[src/rtl/mbtrain_sb_tx_arbiter_pkg.sv]
// Shared types and constants for the MBTRAIN sideband transmit arbiter.
package mbtrain_sb_tx_arbiter_pkg;

    localparam int SB_MSG_W      = 4;
    localparam int SB_SUBSTATE_W = 4;

    // MBTRAIN substate codes carried in the upper nibble of the packet ID
    typedef enum logic [3:0] {
        SS_VALVREF        = 4'd0,
        SS_DATAVREF       = 4'd1,
        SS_SPEEDIDLE      = 4'd2,
        SS_TXSELFCAL      = 4'd3,
        SS_RXCLKCAL       = 4'd4,
        SS_VALTRAINCENTER = 4'd5,
        SS_VALTRAINVREF   = 4'd6,
        SS_DATATRAINCTR1  = 4'd7,
        SS_LINKSPEED      = 4'd8
    } mbtrain_substate_e;

    // Per-FSM sideband message codes
    typedef enum logic [3:0] {
        MSG_NONE       = 4'd0,
        MSG_START_REQ  = 4'd1,
        MSG_START_RESP = 4'd2,
        MSG_END_REQ    = 4'd3,
        MSG_END_RESP   = 4'd4
    } sb_msg_e;

    localparam logic SRC_TX = 1'b0;
    localparam logic SRC_RX = 1'b1;

    typedef enum logic [1:0] {
        ST_IDLE      = 2'd0,
        ST_ISSUE     = 2'd1,
        ST_WAIT_FALL = 2'd2,
        ST_RELEASE   = 2'd3
    } arb_state_e;

    // Round-robin pick: a lone requester wins, a tie goes to the side not served last
    function automatic logic pick_src(input logic valid_tx, input logic valid_rx,
                                      input logic last_src);
        if (valid_tx && valid_rx) return ~last_src;
        return valid_rx ? SRC_RX : SRC_TX;
    endfunction

endpackage

[src/rtl/mbtrain_sb_tx_arbiter_if.sv]
// Request/packet bus between the MBTRAIN substate FSMs, the arbiter and the sideband encoder.
interface mbtrain_sb_tx_arbiter_if
    import mbtrain_sb_tx_arbiter_pkg::*;
#(
    parameter int MSG_W      = SB_MSG_W,
    parameter int SUBSTATE_W = SB_SUBSTATE_W
);
    logic                        i_en;
    logic [SUBSTATE_W-1:0]       i_substate;
    logic                        i_valid_tx;
    logic [MSG_W-1:0]            i_msg_tx;
    logic                        i_valid_rx;
    logic [MSG_W-1:0]            i_msg_rx;
    logic                        i_sb_busy;
    logic                        o_sb_valid;
    logic [SUBSTATE_W+MSG_W-1:0] o_sb_msg_id;
    logic                        o_sb_src;
    logic                        o_grant_tx;
    logic                        o_grant_rx;
    logic                        o_busy_negedge_detected;
    logic                        o_timeout;

    // Requesters and serializer side
    modport master (
        output i_en, i_substate, i_valid_tx, i_msg_tx, i_valid_rx, i_msg_rx, i_sb_busy,
        input  o_sb_valid, o_sb_msg_id, o_sb_src, o_grant_tx, o_grant_rx,
               o_busy_negedge_detected, o_timeout
    );

    // Arbiter side
    modport slave (
        input  i_en, i_substate, i_valid_tx, i_msg_tx, i_valid_rx, i_msg_rx, i_sb_busy,
        output o_sb_valid, o_sb_msg_id, o_sb_src, o_grant_tx, o_grant_rx,
               o_busy_negedge_detected, o_timeout
    );
endinterface

[src/rtl/mbtrain_sb_tx_arbiter_negedge_det.sv]
// Falling-edge detector: previous sample held in a flop, fall is high in the first low cycle.
module mbtrain_sb_tx_arbiter_negedge_det (
    input  logic clk,
    input  logic rst_n,
    input  logic d,
    output logic fall
);
    logic d_p1;

    // Track the previous cycle's value of d
    always_ff @(posedge clk or negedge rst_n) begin
        if (!rst_n) d_p1 <= 1'b0;
        else        d_p1 <= d;
    end

    assign fall = d_p1 & ~d;
endmodule

[src/rtl/mbtrain_sb_tx_arbiter.sv]
// Round-robin arbiter sharing the sideband TX path between the MBTRAIN TX- and RX-side FSMs.
module mbtrain_sb_tx_arbiter
    import mbtrain_sb_tx_arbiter_pkg::*;
#(
    parameter int MSG_W          = SB_MSG_W,
    parameter int SUBSTATE_W     = SB_SUBSTATE_W,
    parameter int TIMEOUT_CYCLES = 4096,
    parameter int TO_CNT_W       = 13
) (
    input  logic                  clk,
    input  logic                  rst_n,
    mbtrain_sb_tx_arbiter_if.slave bus
);
    localparam int                  ID_W    = SUBSTATE_W + MSG_W;
    localparam logic [TO_CNT_W-1:0] TO_LAST = TO_CNT_W'(TIMEOUT_CYCLES - 1);

    arb_state_e          state;
    logic                last_src;
    logic                src_q;
    logic                sb_valid_q;
    logic                grant_tx_q;
    logic                grant_rx_q;
    logic                pulse_q;
    logic                timeout_q;
    logic [ID_W-1:0]     msg_id_q;
    logic [TO_CNT_W-1:0] to_cnt;

    logic                busy_fall;
    logic                any_req;
    logic                req_src;
    logic [MSG_W-1:0]    req_msg;
    logic                granted_valid;

    mbtrain_sb_tx_arbiter_negedge_det u_busy_det (
        .clk   (clk),
        .rst_n (rst_n),
        .d     (bus.i_sb_busy),
        .fall  (busy_fall)
    );

    assign any_req       = bus.i_valid_tx | bus.i_valid_rx;
    assign req_src       = pick_src(bus.i_valid_tx, bus.i_valid_rx, last_src);
    assign req_msg       = (req_src == SRC_RX) ? bus.i_msg_rx : bus.i_msg_tx;
    assign granted_valid = (src_q == SRC_RX) ? bus.i_valid_rx : bus.i_valid_tx;

    // Arbiter FSM: grant, issue, wait for serializer done, release; all outputs registered
    always_ff @(posedge clk or negedge rst_n) begin
        if (!rst_n) begin
            state      <= ST_IDLE;
            last_src   <= SRC_RX;
            src_q      <= SRC_TX;
            sb_valid_q <= 1'b0;
            grant_tx_q <= 1'b0;
            grant_rx_q <= 1'b0;
            msg_id_q   <= '0;
            to_cnt     <= '0;
            pulse_q    <= 1'b0;
            timeout_q  <= 1'b0;
        end else begin
            pulse_q   <= 1'b0;
            timeout_q <= 1'b0;
            unique case (state)
                ST_IDLE: begin
                    if (bus.i_en && any_req) begin
                        state      <= ST_ISSUE;
                        src_q      <= req_src;
                        last_src   <= req_src;
                        grant_tx_q <= (req_src == SRC_TX);
                        grant_rx_q <= (req_src == SRC_RX);
                        sb_valid_q <= 1'b1;
                        msg_id_q   <= {bus.i_substate, req_msg};
                        to_cnt     <= '0;
                    end
                end
                ST_ISSUE: begin
                    if (bus.i_en && bus.i_sb_busy) begin
                        state      <= ST_WAIT_FALL;
                        sb_valid_q <= 1'b0;
                    end else if (bus.i_en && granted_valid && to_cnt != TO_LAST) begin
                        to_cnt <= to_cnt + 1'b1;
                    end else begin
                        // Disable, abort (requester withdrew) or timeout; only timeout pulses
                        timeout_q  <= bus.i_en && granted_valid;
                        state      <= ST_IDLE;
                        src_q      <= SRC_TX;
                        sb_valid_q <= 1'b0;
                        grant_tx_q <= 1'b0;
                        grant_rx_q <= 1'b0;
                        msg_id_q   <= '0;
                    end
                end
                ST_WAIT_FALL: begin
                    // The packet is on the wire, so it always completes even if disabled
                    if (busy_fall) begin
                        pulse_q <= 1'b1;
                        if (bus.i_en) begin
                            state <= ST_RELEASE;
                        end else begin
                            state      <= ST_IDLE;
                            src_q      <= SRC_TX;
                            grant_tx_q <= 1'b0;
                            grant_rx_q <= 1'b0;
                            msg_id_q   <= '0;
                        end
                    end
                end
                ST_RELEASE: begin
                    if (!bus.i_en || !granted_valid) begin
                        state      <= ST_IDLE;
                        src_q      <= SRC_TX;
                        grant_tx_q <= 1'b0;
                        grant_rx_q <= 1'b0;
                        msg_id_q   <= '0;
                    end
                end
                default: state <= ST_IDLE;
            endcase
        end
    end

    assign bus.o_sb_valid              = sb_valid_q;
    assign bus.o_sb_msg_id             = msg_id_q;
    assign bus.o_sb_src                = src_q;
    assign bus.o_grant_tx              = grant_tx_q;
    assign bus.o_grant_rx              = grant_rx_q;
    assign bus.o_busy_negedge_detected = pulse_q;
    assign bus.o_timeout               = timeout_q;
endmodule
[src/flat_wrapper.sv]
// flat-port wrapper written by rule: the top's interface ports become plain ports
module mbtrain_sb_tx_arbiter_flat import mbtrain_sb_tx_arbiter_pkg::*;
#(
    parameter int MSG_W          = SB_MSG_W,
    parameter int SUBSTATE_W     = SB_SUBSTATE_W,
    parameter int TIMEOUT_CYCLES = 4096,
    parameter int TO_CNT_W       = 13
)
  (clk, rst_n, bus_i_en, bus_i_substate, bus_i_valid_tx, bus_i_msg_tx, bus_i_valid_rx, bus_i_msg_rx, bus_i_sb_busy, bus_o_sb_valid, bus_o_sb_msg_id, bus_o_sb_src, bus_o_grant_tx, bus_o_grant_rx, bus_o_busy_negedge_detected, bus_o_timeout);
  mbtrain_sb_tx_arbiter_if #(.MSG_W(MSG_W), .SUBSTATE_W(SUBSTATE_W)) bus_i ();
  input  logic clk;
  input  logic rst_n;
  input wire logic [$bits(bus_i.i_en)-1:0] bus_i_en;
  input wire logic [$bits(bus_i.i_substate)-1:0] bus_i_substate;
  input wire logic [$bits(bus_i.i_valid_tx)-1:0] bus_i_valid_tx;
  input wire logic [$bits(bus_i.i_msg_tx)-1:0] bus_i_msg_tx;
  input wire logic [$bits(bus_i.i_valid_rx)-1:0] bus_i_valid_rx;
  input wire logic [$bits(bus_i.i_msg_rx)-1:0] bus_i_msg_rx;
  input wire logic [$bits(bus_i.i_sb_busy)-1:0] bus_i_sb_busy;
  output wire logic [$bits(bus_i.o_sb_valid)-1:0] bus_o_sb_valid;
  output wire logic [$bits(bus_i.o_sb_msg_id)-1:0] bus_o_sb_msg_id;
  output wire logic [$bits(bus_i.o_sb_src)-1:0] bus_o_sb_src;
  output wire logic [$bits(bus_i.o_grant_tx)-1:0] bus_o_grant_tx;
  output wire logic [$bits(bus_i.o_grant_rx)-1:0] bus_o_grant_rx;
  output wire logic [$bits(bus_i.o_busy_negedge_detected)-1:0] bus_o_busy_negedge_detected;
  output wire logic [$bits(bus_i.o_timeout)-1:0] bus_o_timeout;
  assign bus_i.i_en = bus_i_en;
  assign bus_i.i_substate = bus_i_substate;
  assign bus_i.i_valid_tx = bus_i_valid_tx;
  assign bus_i.i_msg_tx = bus_i_msg_tx;
  assign bus_i.i_valid_rx = bus_i_valid_rx;
  assign bus_i.i_msg_rx = bus_i_msg_rx;
  assign bus_i.i_sb_busy = bus_i_sb_busy;
  assign bus_o_sb_valid = bus_i.o_sb_valid;
  assign bus_o_sb_msg_id = bus_i.o_sb_msg_id;
  assign bus_o_sb_src = bus_i.o_sb_src;
  assign bus_o_grant_tx = bus_i.o_grant_tx;
  assign bus_o_grant_rx = bus_i.o_grant_rx;
  assign bus_o_busy_negedge_detected = bus_i.o_busy_negedge_detected;
  assign bus_o_timeout = bus_i.o_timeout;
  mbtrain_sb_tx_arbiter #(.MSG_W(MSG_W), .SUBSTATE_W(SUBSTATE_W), .TIMEOUT_CYCLES(TIMEOUT_CYCLES), .TO_CNT_W(TO_CNT_W)) u_core (.clk(clk), .rst_n(rst_n), .bus(bus_i));
endmodule
[config.mk]
export PLATFORM = sky130hd
export DESIGN_NAME = mbtrain_sb_tx_arbiter_flat
export DESIGN_NICKNAME = d
export VERILOG_FILES = /design/src/rtl/mbtrain_sb_tx_arbiter_pkg.sv /design/src/rtl/mbtrain_sb_tx_arbiter_if.sv /design/src/rtl/mbtrain_sb_tx_arbiter_negedge_det.sv /design/src/rtl/mbtrain_sb_tx_arbiter.sv /design/src/flat_wrapper.sv
export SDC_FILE = /design/constraint.sdc
export NUM_CORES = 1
export LEC_CHECK = 0
export CAP_MARGIN = 20
export CORE_MARGIN = 4
export CORE_UTILIZATION = 46
export DETAILED_ROUTE_END_ITERATION = 16
export HOLD_SLACK_MARGIN = 0.1
export PLACE_DENSITY = 0.84
export SYNTH_ARGS = -nofsm -noshare
export SYNTH_HDL_FRONTEND = slang
export SYNTH_SLANG_ARGS = --single-unit
[constraint.sdc]
create_clock -name clk -period 1.8 [get_ports clk]
set_input_delay 0.36 -clock clk [delete_from_list [all_inputs] [get_ports clk]]
set_output_delay 0.36 -clock clk [all_outputs]
set_load 0.05 [all_outputs]
=== Word-level counts from Yosys, hierarchy flattened ===
Cells that the tools add are included.

* Muxes and demuxes: 41
* Bitwise operators: 5
* Add/sub/neg operators: 1
* Reduce and logical (&&, ||, !) cells: 15
* Equality and inequality tests: 12

{| class="wikitable"
|+ Operator list
! kind !! count
|-
| $mux W8 || 6
|-
| $mux W13 || 3
|-
| $pmux W8 S4 || 1
|-
| $pmux W13 S2 || 1
|-
| $mux W1 || 19
|-
| $add A13 B1 Y13 const B || 1
|-
| $ne A13 B12 Y1 const B || 1
|-
| $mux W2 || 6
|-
| $ne A2 B1 Y1 const B || 4
|-
| $pmux W1 S4 || 2
|-
| $pmux W2 S4 || 1
|-
| $reduce_and A4 Y1 || 2
|-
| $ne A2 B2 Y1 const B || 3
|-
| $reduce_and A6 Y1 || 1
|-
| $logic_and A1 B1 Y1 || 5
|-
| $eq A2 B2 Y1 const B || 2
|-
| $mux W4 || 1
|-
| $ne A3 B2 Y1 const B || 1
|-
| $not A1 Y1 || 3
|-
| $reduce_and A3 Y1 || 1
|-
| $eq A2 B1 Y1 const B || 1
|-
| $logic_not A1 Y1 || 2
|-
| $logic_not A2 Y1 || 1
|-
| $pmux W1 S2 || 1
|-
| 5 further kinds || 5
|}

* Input bits: 18
* Output and inout port bits: 14
* Register bits after elaboration: 30

=== Longest topological paths before layout ===
Gate-level depths: netlist of the first run.

* Word-level depth: 6
* Gate-level depth with buffers: 7

=== By module ===
A second synthesis of the first run with hierarchy kept.

* Cell total of the unflattened synthesis: 165
* Area, all modules: 1622.8 um^2

{| class="wikitable"
|+ By module, submodules not included
! module !! cells each !! area each (um^2) !! times used !! sequential area each (um^2)
|-
| mbtrain_sb_tx_arbiter || 163 || 1584.0 || 1 || 726.9
|-
| mbtrain_sb_tx_arbiter_negedge_det || 2 || 38.8 || 1 || 25.0
|}

=== Least setup slack after synthesis of the first run ===
OpenSTA, ideal clock, no wires.

* Path kind: register -> register
* Start point: register u_core.src_q (netlist: u_core.bus.o_sb_src)
* End point: register u_core.to_cnt[6]
* Path buffers: 1
* Clock period less this slack: 2043 ps
* Stages on the path, launching flop included: 6
* Data arrival time: 1965 ps
* Setup slack: -243 ps
* Path through: dfrtp_1 > mux2i_1 > a211o_1 > buf_2 > or4_1 > a21oi_1

* Cells in the longest elaborated chain, start to end: 5

{| class="wikitable"
|+ Ends and longest elaborated chain
! what !! RTL line !! source
|-
| start: declaration || mbtrain_sb_tx_arbiter.sv:19 || <nowiki>logic src_q;</nowiki>
|-
| start signal: assignment || mbtrain_sb_tx_arbiter.sv:66 || <nowiki>src_q <= req_src;</nowiki>
|-
| $mux W1 || mbtrain_sb_tx_arbiter.sv:44 || <nowiki>assign granted_valid = (src_q == SRC_RX) ? bus.i_valid_rx : bus.i_valid_tx;</nowiki>
|-
| $logic_and A1 B1 Y1 (2 in a row) || mbtrain_sb_tx_arbiter.sv:79 || <nowiki>end else if (bus.i_en && granted_valid && to_cnt != TO_LAST) begin</nowiki>
|-
| $ne A2 B1 Y1 (no line) || n/a ||
|-
| $reduce_and A4 Y1 (no line) || n/a ||
|-
| end signal: assignment || mbtrain_sb_tx_arbiter.sv:80 || <nowiki>to_cnt <= to_cnt + 1'b1;</nowiki>
|-
| end: declaration || mbtrain_sb_tx_arbiter.sv:26 || <nowiki>logic [TO_CNT_W-1:0] to_cnt;</nowiki>
|}

Every way passes these cells.
A chain may end at the register's enable or synchronous reset.

=== Final worst setup path of the first run ===
* Start point: register u_core.to_cnt[0]
* End point: register u_core.src_q (netlist: u_core.bus.o_sb_src)

* Cells in the longest elaborated chain, start to end: 4

{| class="wikitable"
|+ Ends and longest elaborated chain
! what !! RTL line
|-
| $ne A13 B12 Y1 || mbtrain_sb_tx_arbiter.sv:79
|-
| $logic_and A1 B1 Y1 || mbtrain_sb_tx_arbiter.sv:79
|-
| $ne A2 B2 Y1 (no line) || n/a
|-
| $reduce_and A6 Y1 (no line) || n/a
|}

Every way passes these cells.

==> results by group, run 1 <==
Yosys
  • Yosys cell types: 41
  • Mapped Area: 1610 um^2
  • Top_reg_cell synth: dfrtp_1
  • Ys async rst share: between 90% and 100%
  • Area leader, netlist: dfrtp_1
  • Syn Nets: 186
  • Seq cells post-synth: 30
  • Cells after synthesis: 167
  • Warnings, synthesis: 0
  • Syn_area_per_cell: 9.66 um^2
  • EDFF count, synth: 0
  • Top cell type's share of synthesized area: 45.0%
  • Synth area leaders: dfrtp_1, mux2i_1, o31ai_1
  • Sequential area share after synthesis: ~47%

Power and ir drop
  • Gate power share: 47.0%
  • Power per Cell Area: 1180 nW/um^2
  • Peak VDD IR: 0.00101 V
  • Clock Power Share: 18.5%
  • Sequential power share: 34.5%
  • Leakage: 1.00 nW
  • Psw: 1.17 mW
  • Int Pwr: about 1.6 mW
  • Sw Share: between 40 and 50%

STA
  • Final number of hold-violating endpoints: 0
  • Slew Viols, Final: 0
  • Unrepaired setup endpoints after global routing: yes
  • Fin worst setup slack: -29.0 ps
  • # setup viols final: 4
  • Slew HR: 54.4%
  • Slew @ Worst Pin: 684 ps
  • Post-layout min period: 1830 ps
  • Clk_skew: 4.77 ps
  • Crit share post-route: 102%
  • Max Clock Freq: 0.547 GHz

GRT
  • GRT Resource Usage Total: 21.2%
  • Vias in the first global route: 1513
  • Initial antenna violation count: 0
  • Largest net degree at the start of global routing: 31
  • GR Overflow Total: 0
  • First-pass GRT wire length: 7.20 mm

CTS
  • Root Buffer: clkbuf_4
  • Hold-fix buffers, CTS: 0
  • Clock-pin slew on the worst setup and hold paths: 100 ps
  • Maximum root-to-sink buffer count: 2
  • H-tree depth: 2
  • Clock buffer count from CTS: 5
  • Worst-Skew Late Latency: 330 ps
  • CTS tree: done
  • CTS sink cnt: 30

Flow run
  • Max-cap violations: 0

Critical path
  • CP Buf/Inv Count: 1
  • Crit-path slowest cell: or4_4
  • WP data required: 2020 ps
  • Top delay family on crit path: simple AND/OR/NAND/NOR gates
  • R2r endpoint: u_core.bus.o_sb_src
  • CP Max Fanout: 16
  • Worst stage delay on the critical path: 540 ps
  • WP data arrival: roughly 2000 ps
  • Critical Path Source Type: flip-flop
  • R2r worst-path depth: 6
  • Endpoint class of the critical path: flip-flop
  • Flop2flop setup slack: -30 ps
  • Crit path cell chain: ha_2 -> nand4_1 -> or4_4 -> buf_12 -> a32oi_1 -> nand2_1
  • Crit Path Category: reg2reg
  • RR Startpoint: u_core.to_cnt[0]

Finish
  • Layout cell share with drive strength beyond 1: 30.1%
  • Most common cell after layout, fill and taps aside: buf_4
  • Area growth, synth to finish: 43.1%
  • ANT cells: 0
  • Most frequent cells in the layout: buf_4, dfrtp_1, nand2_1
  • Non-Filler Instances: 272
  • Layout Nets: 244

Floorplan
  • Initial Util: 48.0%
  • Cell Rows: 21
  • Core Area: 3360 um^2
  • Chip height: slightly below 70 um
  • Die X: between 60 and 70 um
  • Io pins: 32
  • Die area: 4520 um^2

Min path
  • HP Class: in2async

Status
  • Failing checks: negative setup slack
  • Run status: finished, violations left

Placement
  • Placed cells: 262
  • HPWL Detailed: 3.19 mm
  • Place WS: -450 ps
  • Gpl congestion: 0.869
  • IO Port Bufs: 31

Routing
  • DR WL/cell: 16.5 um
  • 1st-pass router iterations: 4
  • Drt first-iter violations: 143
  • Post-route ant nets: 0
  • Via count: 1617
  • Residual DRC: 0
  • Via density per instance: 5.94
  • Final wirelength: between 4 and 5 mm
==> kinds of logic (layout without fill, tap and decap cells) <==
group	count (synthesis)	count (layout)	synth area share, %
AO/OA/AOI/OAI	52	52	22.7
multiplexers	9	9	5.59
flip-flops	30	30	46.6
AND/OR/NAND/NOR	63	63	21.0
adder cells (fa/ha/maj)	1	1	0.776
buffers and inverters	12	71	3.34
==> registers in the layout, indices dropped and copies added, names as in the netlist <==
| signal | cells |
|---|---|
| u_core.bus.o_busy_negedge_detected | 1 |
| u_core.bus.o_grant_tx | 1 |
| u_core.bus.o_sb_msg_id | 8 |
| u_core.bus.o_sb_src | 1 |
| u_core.bus.o_sb_valid | 1 |
| u_core.bus.o_timeout | 1 |
| u_core.last_src | 1 |
| u_core.state | 2 |
| u_core.to_cnt | 13 |
| u_core.u_busy_det.d_p1 | 1 |
==> power by group through the flow <==
| stage | registers, mW | logic (mW) | clock network [mW] |
|---|---|---|---|
| 5_1_grt | 0.953 | 1.38 | 0.557 |
| 3_5_place_dp | 0.945 | 1.24 | 0 |
| 4_1_cts | 0.935 | 1.26 | 0.512 |
| 3_3_place_gp | 0.934 | 1.21 | 0 |
| 2_1_floorplan | 1.22 | 0.513 | 0 |
| 6_report | 0.942 | 1.28 | 0.505 |
==> how the worst max path moves through the flow <==
stage | startpoint | endpoint | slack (ps) | depth (start not counted)
floorplan | u_core.to_cnt[1] | u_core.bus.o_sb_src | -20 | 7
global placement | bus_i_valid_rx | u_core.bus.o_sb_msg_id[2] | -390 | 5
detailed placement | bus_i_valid_rx | u_core.bus.o_sb_msg_id[0] | -450 | 5
CTS | u_core.to_cnt[0] | u_core.bus.o_sb_msg_id[6] | -20 | 6
global route | u_core.to_cnt[0] | u_core.to_cnt[7] | -80 | 7
finish | u_core.to_cnt[0] | u_core.bus.o_sb_src | -30 | 6
==> per-stage QoR <==
step                area, um^2  hold WS [ps]  utilization (%)  setup TNS (ps)  power [mW]
floorplan                 1640          64.4                -           -94.2        1.73
global placement          2130           447             63.2           -6920        2.14
detailed placement        2130           456             63.2           -7490        2.19
CTS                       2220           425             66.0           -57.8        2.70
global route              2310           426             68.6            -553        2.89
finish                    2310           416             68.6           -80.1        2.73
==> cells in the mapped netlist, drive strengths merged (2+ instances only) <==
master,number
buf,4
o21a,3
inv,2
and3,2
o211ai,5
a31oi,7
nor4,5
and2,2
o21ai,6
dfrtp,29
a32oi,5
nor3b,2
nand3,9
nor2,5
a21boi,3
nand3b,2
nand2b,6
nand4,5
clkbuf,6
mux2i,9
nand2,18
or4,3
a21oi,5
o31ai,12
==> cell type report <==
cell class	instances	area, um^2
clock buffer	8	78.8
fill	257	1060
inverter	2	7.51
multi-input combinational	125	897
sequential	30	753
tap	46	57.6
timing repair buffer	61	513
==> timing repair <==
item,in CTS,in global routing
resized for setup,3,14
setup buffers,0,2
pin swaps,1,4
endpoints found under the setup margin,16,21
==> metal layers <==
metal | GRT usage [%] | share of wire [%]
met1 | 28.5 | 44
met2 | 33.7 | 50
met3 | 3.33 | 4.5
met4 | 9.11 | 1.4
met5 | 0 | 0
Power figures use the tool's default switching activity.
==> run 2, diff against run 1 <==
--- a/config.mk
+++ b/config.mk
@@ -5,11 +5,13 @@
 export SDC_FILE = /design/constraint.sdc
 export NUM_CORES = 1
 export LEC_CHECK = 0
+export ABC_AREA = 1
 export CAP_MARGIN = 20
 export CORE_MARGIN = 4
-export CORE_UTILIZATION = 46
+export CORE_UTILIZATION = 47
 export DETAILED_ROUTE_END_ITERATION = 16
 export HOLD_SLACK_MARGIN = 0.1
+export MAX_ROUTING_LAYER = met4
 export PLACE_DENSITY = 0.84
 export SYNTH_ARGS = -nofsm -noshare
 export SYNTH_HDL_FRONTEND = slang
==> run 2 against run 1 <==
Compared with the run above:
- the run now ends clean
- first-iteration DRC count down 17%
- total power is 10% higher
- synthesized area grew 14%
- global-route usage decreased by 2.9 points
- sequential share of layout area down 0.71 points
- worst setup slack improved by 180 ps
- core utilization down 5.2 points
- sequential power is 0.5% higher
- critical endpoint is now u_core.bus.o_sb_msg_id[0]
==> results by group, run 2 <==
STA
  • Unrepaired setup endpoints after global routing: no
  • Crit share post-route: 91.6% (-10 points)
  • # setup viols final: 0 (-4)
  • Fin Setup TNS: 0 ps (+80.1 ps)
  • Slew Viols, Final: 0 (unchanged)
  • Slew @ Worst Pin: 400 ps (-284 ps)
  • Max Clock Freq: 0.606 GHz (+11%)
  • Final number of hold-violating endpoints: 0 (unchanged)
  • Slew HR: 73.2% (+19 points)
  • Post-layout min period: 1650 ps (-180 ps)
  • Clk_skew: 5.89 ps (+1.12 ps)

CTS
  • CTS sink cnt: 30 (unchanged)
  • Root Buffer: clkbuf_8
  • Maximum root-to-sink buffer count: 2 (unchanged)
  • Hold-fix buffers, CTS: 0 (unchanged)
  • Setup Buffers After CTS: 0 (unchanged)
  • CTS tree: done
  • H-tree depth: 2 (unchanged)
  • Clock-pin slew on the worst setup and hold paths: 60 ps (-40 ps)
  • Clock buffer count from CTS: 5 (unchanged)
  • Worst-Skew Late Latency: 280 ps (-50 ps)

Routing
  • Post-Route M1 WL: 1.90 mm (-4.0%)
  • Drt first-iter violations: 118 (-17%)
  • Via density per instance: 4.94 (-17%)
  • Top Metal Used: met4
  • Routed wl met2: 1.97 mm (-13%)
  • Residual DRC: 0 (unchanged)
  • Final wirelength: 4.10 mm (-8.9%)
  • 1st-pass router iterations: 5 (+1)
  • DR WL/cell: 11.4 um (-31%)
  • Metal3 WL: 196 um (-2.5%)
  • Via count: 1770 (+9.5%)
  • Post-route ant nets: 0 (unchanged)

Status
  • Run status: complete, no violations

Critical path
  • WP data arrival: 1820 ps (-230 ps)
  • WP data required: 1970 ps (-50 ps)
  • Crit Path Category: in2reg
  • Crit-path slowest cell: clkdlybuf4s50_1
  • Worst stage delay on the critical path: 510 ps (-30 ps)
  • Top delay family on crit path: simple AND/OR/NAND/NOR gates
  • Critical Path Source Type: primary input
  • Endpoint class of the critical path: flip-flop
  • CP Max Fanout: 6 (-10)
  • Crit path cell chain: clkdlybuf4s50_1 -> nand2_1 -> nand3_1 -> nor2_1 -> nand2_2 -> buf_4 -> nand3_1 -> nand2_1
  • CP Buf/Inv Count: 2 (+1)

Finish
  • Biggest register: u_core.to_cnt
  • Most common cell after layout, fill and taps aside: nand2_1
  • Max reg flops: 13 (unchanged)
  • ANT cells: 0 (unchanged)
  • Layout cell share with drive strength beyond 1: 18.7% (-11 points)
  • Layout Utilization: 63.4% (-5.2 points)
  • Most frequent cells in the layout: nand2_1, buf_4, nand3_1
  • Area growth, synth to finish: 27.9%
  • Layout Nets: 328 (+34%)

Floorplan
  • Initial Util: 49.6% (+1.6 points)
  • Io pins: 32 (unchanged)
  • Die X: 70.6 um (+5.0%)
  • Die area: 4980 um^2 (+10%)
  • Chip height: 70.6 um (+5.0%)
  • Cell Rows: 22 (+4.8%)
  • Core Area: 3720 um^2 (+10%)

Yosys
  • Count leader, synth: nand2_1
  • EDFF count, synth: 0 (unchanged)
  • Synth area leaders: dfrtp_1, nand2_1, nand3_1
  • Area leader, netlist: dfrtp_1
  • Syn Nets: 279 (+50%)
  • Post-synth top cells: nand2_1, nand3_1, dfrtp_1
  • Top_reg_cell synth: dfrtp_1
  • Warnings, synthesis: 0 (unchanged)
  • Seq cells post-synth: 30 (unchanged)
  • Mapped Area: 1840 um^2 (+14%)
  • Syn_area_per_cell: 7.08 um^2 (-27%)
  • Top cell type's share of synthesized area: 39.4% (-5.6 points)
  • Ys async rst share: 100% (unchanged)
  • Sequential area share after synthesis: 40.8% (-5.8 points)
  • Cells after synthesis: 260 (+56%)
  • Yosys cell types: 26 (-37%)

GRT
  • First-pass GRT wire length: 7.33 mm (+1.9%)
  • Initial antenna violation count: 0 (unchanged)
  • GRT Resource Usage Total: 18.3% (-2.9 points)
  • Vias in the first global route: 1707 (+13%)
  • Largest net degree at the start of global routing: 31 (unchanged)
  • GR Overflow Total: 0 (unchanged)

Flow run
  • Max-cap violations: 0 (unchanged)

Min path
  • HP Class: in2async

Power and ir drop
  • Power per Cell Area: 1280 nW/um^2 (+7.9%)
  • Peak VDD IR: 0.00108 V (+7.4%)
  • Leakage: 1.23 nW (+22%)

Placement
  • Gpl congestion: 0.888 (+2.2%)
  • HPWL Detailed: 3.01 mm (-5.6%)
  • IO Port Bufs: 31 (unchanged)
run 2: cell types whose count changed after synthesis, moves of 4 or more:
cell / change
inv_1: +20
mux2i_1: -9
a31oi_1: -6
a32oi_1: -5
o21ai_0: -5
o211ai_1: -5
nor2_1: +18
nand3_1: +22
nand2_2: +10
nand2_1: +85
nand2b_1: -6
nor4_1: -4
o31ai_1: -12
run 2: layer usage:
layer	GRT usage [%]	vias to the layer above
met1	21.9	794
met2	31.1	50
met4	5.43	0
li1	-	916
met5	-	-
met3	3.98	10
run 2: power breakdown:
group | switching [mW] | leakage [nW] | internal [mW]
registers | 0.130 | 0.401 | 0.817
logic | 0.980 | 0.781 | 0.527
clock network | 0.242 | 0.0455 | 0.311
total | 1.35 | 1.23 | 1.65
run 2: final timing paths:
check	start	to	slack, ps	cells after the start
min in group clk	u_core.last_src	u_core.last_src	480	2
min	rst_n	u_core.to_cnt[6]	470	2
max reg2reg	u_core.to_cnt[1]	u_core.bus.o_sb_valid	230	9
min reg2reg	u_core.last_src	u_core.last_src	480	2
max	bus_i_en	u_core.bus.o_sb_msg_id[0]	150	8
max in group asynchronous	rst_n	u_core.last_src	1010	2
run 2: kinds of logic (layout without fill, tap and decap cells):
logic type / count (synthesis) / count (layout) / synth area share, %
AO/OA/AOI/OAI: 11 / 11 / 3.94
adder cells (fa/ha/maj): 1 / 1 / 0.679
buffers and inverters: 31 / 81 / 7.74
flip-flops: 30 / 30 / 40.8
AND/OR/NAND/NOR: 187 / 187 / 46.8
run 2: final cells by class:
class                      instances  area (um^2)
sequential                        30          752
clock buffer                       8         90.1
fill                             340         1360
timing repair buffer              49          410
multi-input combinational        199          952
inverter                          24         90.1
tap                               48         60.1
run 2: metrics by stage:
stage / power [mW] / cell area (um^2) / hold WS (ps) / cells / worst slack, ps
CTS: 3.01 / 2350 / 475 / 358 / 161
detailed placement: 2.45 / 2260 / 468 / 350 / -95.5
floorplan: 2.00 / 1840 / 64.4 / 260 / 188
global route: 3.21 / 2350 / 500 / 358 / 3.76
global placement: 2.42 / 2260 / 464 / 350 / -45.2
finish: 3.01 / 2350 / 474 / 358 / 151
run 2: what timing repair did:
action	in CTS	in global routing
gates resized for setup	0	1
hold endpoints to repair	0	0
setup endpoints to repair	0	2
==> run 3, diff against run 2 <==
--- a/config.mk
+++ b/config.mk
@@ -8,11 +8,11 @@
 export ABC_AREA = 1
 export CAP_MARGIN = 20
 export CORE_MARGIN = 4
-export CORE_UTILIZATION = 47
+export CORE_UTILIZATION = 52
 export DETAILED_ROUTE_END_ITERATION = 16
 export HOLD_SLACK_MARGIN = 0.1
 export MAX_ROUTING_LAYER = met4
-export PLACE_DENSITY = 0.84
+export PLACE_DENSITY = 0.88
 export SYNTH_ARGS = -nofsm -noshare
 export SYNTH_HDL_FRONTEND = slang
 export SYNTH_SLANG_ARGS = --single-unit
==> constraint.sdc (replaced) <==
create_clock -name clk -period 1.7 [get_ports clk]
set_input_delay 0.34 -clock clk [delete_from_list [all_inputs] [get_ports clk]]
set_output_delay 0.34 -clock clk [all_outputs]
set_load 0.05 [all_outputs]
==> run 3 against run 2 <==
Compared with the run above:
- register-to-register slack lost 130 ps
- routed wire length grew 5.5%
- clock power shrank 17%
- sequential cell count is the same
- die area shrank 8.5%
- clock skew grew 2.4 ps
- cell area grew 0.90%
- total power grew 2.6%
- non-clock buffer count grew 2
- worst setup slack lost 55 ps
- via count grew 3.4%
- sequential power grew 4.3%
==> results by group, run 3 (same netlist as run 2, synthesis figures left out) <==
Power and ir drop
  • Peak VDD IR: 0.00110 V (+1.4%)
  • Leakage: 1.26 nW (+2.6%)
  • Power per Cell Area: 1300 nW/um^2 (+1.6%)

STA
  • Fin worst setup slack: 96.0 ps (-54.9 ps)
  • Slew Viols, Final: 0 (unchanged)
  • Min Hold Slack: 378 ps (-95.5 ps)
  • Crit share post-route: 94.4%
  • Max Clock Freq: 0.623 GHz
  • Clk_skew: 8.25 ps (+2.37 ps)
  • Post-layout min period: 1600 ps
  • # setup viols final: 0 (unchanged)
  • Unrepaired setup endpoints after global routing: no
  • Slew HR: 74.3% (+1.1 points)
  • Final number of hold-violating endpoints: 0 (unchanged)
  • Slew @ Worst Pin: 384 ps (-16.3 ps)

CTS
  • Clock buffer count from CTS: 5 (unchanged)
  • Hold-fix buffers, CTS: 0 (unchanged)
  • Root Buffer: clkbuf_4
  • H-tree depth: 2 (unchanged)
  • CTS sink cnt: 30 (unchanged)
  • Worst-Skew Late Latency: 340 ps (+60 ps)
  • CTS tree: done
  • Clock-pin slew on the worst setup and hold paths: 100 ps (+40 ps)
  • Maximum root-to-sink buffer count: 2 (unchanged)

Critical path
  • Top delay family on crit path: simple AND/OR/NAND/NOR gates
  • Worst stage delay on the critical path: 420 ps (-90 ps)
  • WP data required: 1940 ps (-30 ps)
  • RR Startpoint: u_core.to_cnt[1]
  • CP Buf/Inv Count: 1 (-1)
  • CP Max Fanout: 11 (+5)
  • WP data arrival: 1840 ps (+20 ps)
  • Endpoint class of the critical path: flip-flop
  • Crit path cell chain: ha_1 -> nand3_1 -> nor2_2 -> nand2_4 -> nand2_4 -> buf_12 -> nand3_1 -> nand2_1 -> nand2_1
  • Crit Path Category: reg2reg
  • Critical Path Source Type: flip-flop
  • Crit. Startpoint: u_core.to_cnt[1]
  • Crit-path slowest cell: dfrtp_1

Routing
  • Drt first-iter violations: 133 (+13%)
  • Via density per instance: 5.11 (+3.4%)
  • Via count: 1831 (+3.4%)
  • Final wirelength: 4.32 mm (+5.5%)
  • Post-route ant nets: 0 (unchanged)
  • DR WL/cell: 12.1 um (+5.5%)
  • Residual DRC: 0 (unchanged)
  • 1st-pass router iterations: 4 (-1)

Min path
  • HP Class: in2async

Finish
  • Layout cell share with drive strength beyond 1: 19.2% (+0.52 points)
  • Layout Nets: 330 (+0.61%)
  • ANT cells: 0 (unchanged)
  • Area growth, synth to finish: 29.0%
  • Most common cell after layout, fill and taps aside: nand2_1
  • Non-Filler Instances: 358 (unchanged)
  • Most frequent cells in the layout: nand2_1, buf_4, nand3_1
  • Max reg flops: 13 (unchanged)
  • Biggest register: u_core.to_cnt

GRT
  • Largest net degree at the start of global routing: 31 (unchanged)
  • GRT Resource Usage Total: 22.1% (+3.8 points)
  • GR Overflow Total: 0 (unchanged)
  • Initial antenna violation count: 0 (unchanged)
  • First-pass GRT wire length: 7.31 mm (-0.37%)
  • Vias in the first global route: 1732 (+1.5%)

Placement
  • Placed cells: 348 (-0.57%)
  • Place WS: -135 ps (-39.8 ps)
  • Gpl congestion: 0.885 (-0.35%)
  • HPWL Detailed: 3.22 mm (+6.8%)
  • IO Port Bufs: 31 (unchanged)

Flow run
  • Max-cap violations: 0 (unchanged)

Floorplan
  • Die X: 67.5 um (-4.4%)
  • Core Area: 3390 um^2 (-8.8%)
  • Io pins: 32 (unchanged)
  • Die area: 4560 um^2 (-8.5%)
  • Initial Util: 54.3% (+4.8 points)
  • Cell Rows: 21 (-4.5%)
  • Chip height: 67.5 um (-4.4%)

Status
  • Run status: complete, no violations
==> run 3: cell types whose count changed in the layout (fill, tap and decap cells not counted) <==
cell,before,now
buf_12,0,2
clkbuf_4,0,5
clkbuf_8,6,1
nand2_2,9,6
nand2_4,1,4
==> run 3: cell type report <==
cell class	count	area (um^2)
clock buffers	8	58.8
fillers	266	1010
inverters	24	90.1
multi-input cells	199	967
flip-flops and latches	30	752
well taps	46	57.6
repair buffers	51	450
==> run 3: where the power goes <==
part | internal (mW) | switching, mW
clock network | 0.204 | 0.256
registers | 0.862 | 0.126
logic | 0.571 | 1.07
==> run 3: layer usage <==
metal  vias up  track usage (%)  part of all wire [%]
met5         -                -                     0
li1        927                -                     -
met1       843             24.8                    41
met4         0             6.08                  0.93
met3         6             5.99                   5.1
met2        55             38.4                    53
==> run 3: worst paths after layout <==
check,cells after the start,to,slack [ps]
worst min register to register,2,u_core.last_src,470
max in group asynchronous,2,u_core.last_src,1000
worst min-delay path,2,u_core.to_cnt[3],380
worst max register to register,9,u_core.bus.o_sb_valid,100
worst max-delay path,9,u_core.bus.o_sb_valid,100
min in group clk,2,u_core.last_src,470
==> run 3: what timing repair did <==
| item | CTS | global route |
|---|---|---|
| buffers inserted | 0 | 2 |
| endpoints found under the setup margin | 0 | 23 |
| hold endpoints to repair | 0 | 0 |
| resized for setup | 0 | 4 |
==> run 3: through the flow <==
stage | util [%] | power, mW | setup TNS (ps) | area (um^2)
global placement | 67.3 | 2.54 | -1300 | 2280
floorplan | - | 2.12 | 0 | 1840
finish | 70.1 | 3.08 | 0 | 2380
global route | 70.1 | 3.29 | 0 | 2380
detailed placement | 67.3 | 2.60 | -2530 | 2280
CTS | 69.1 | 3.06 | 0 | 2340
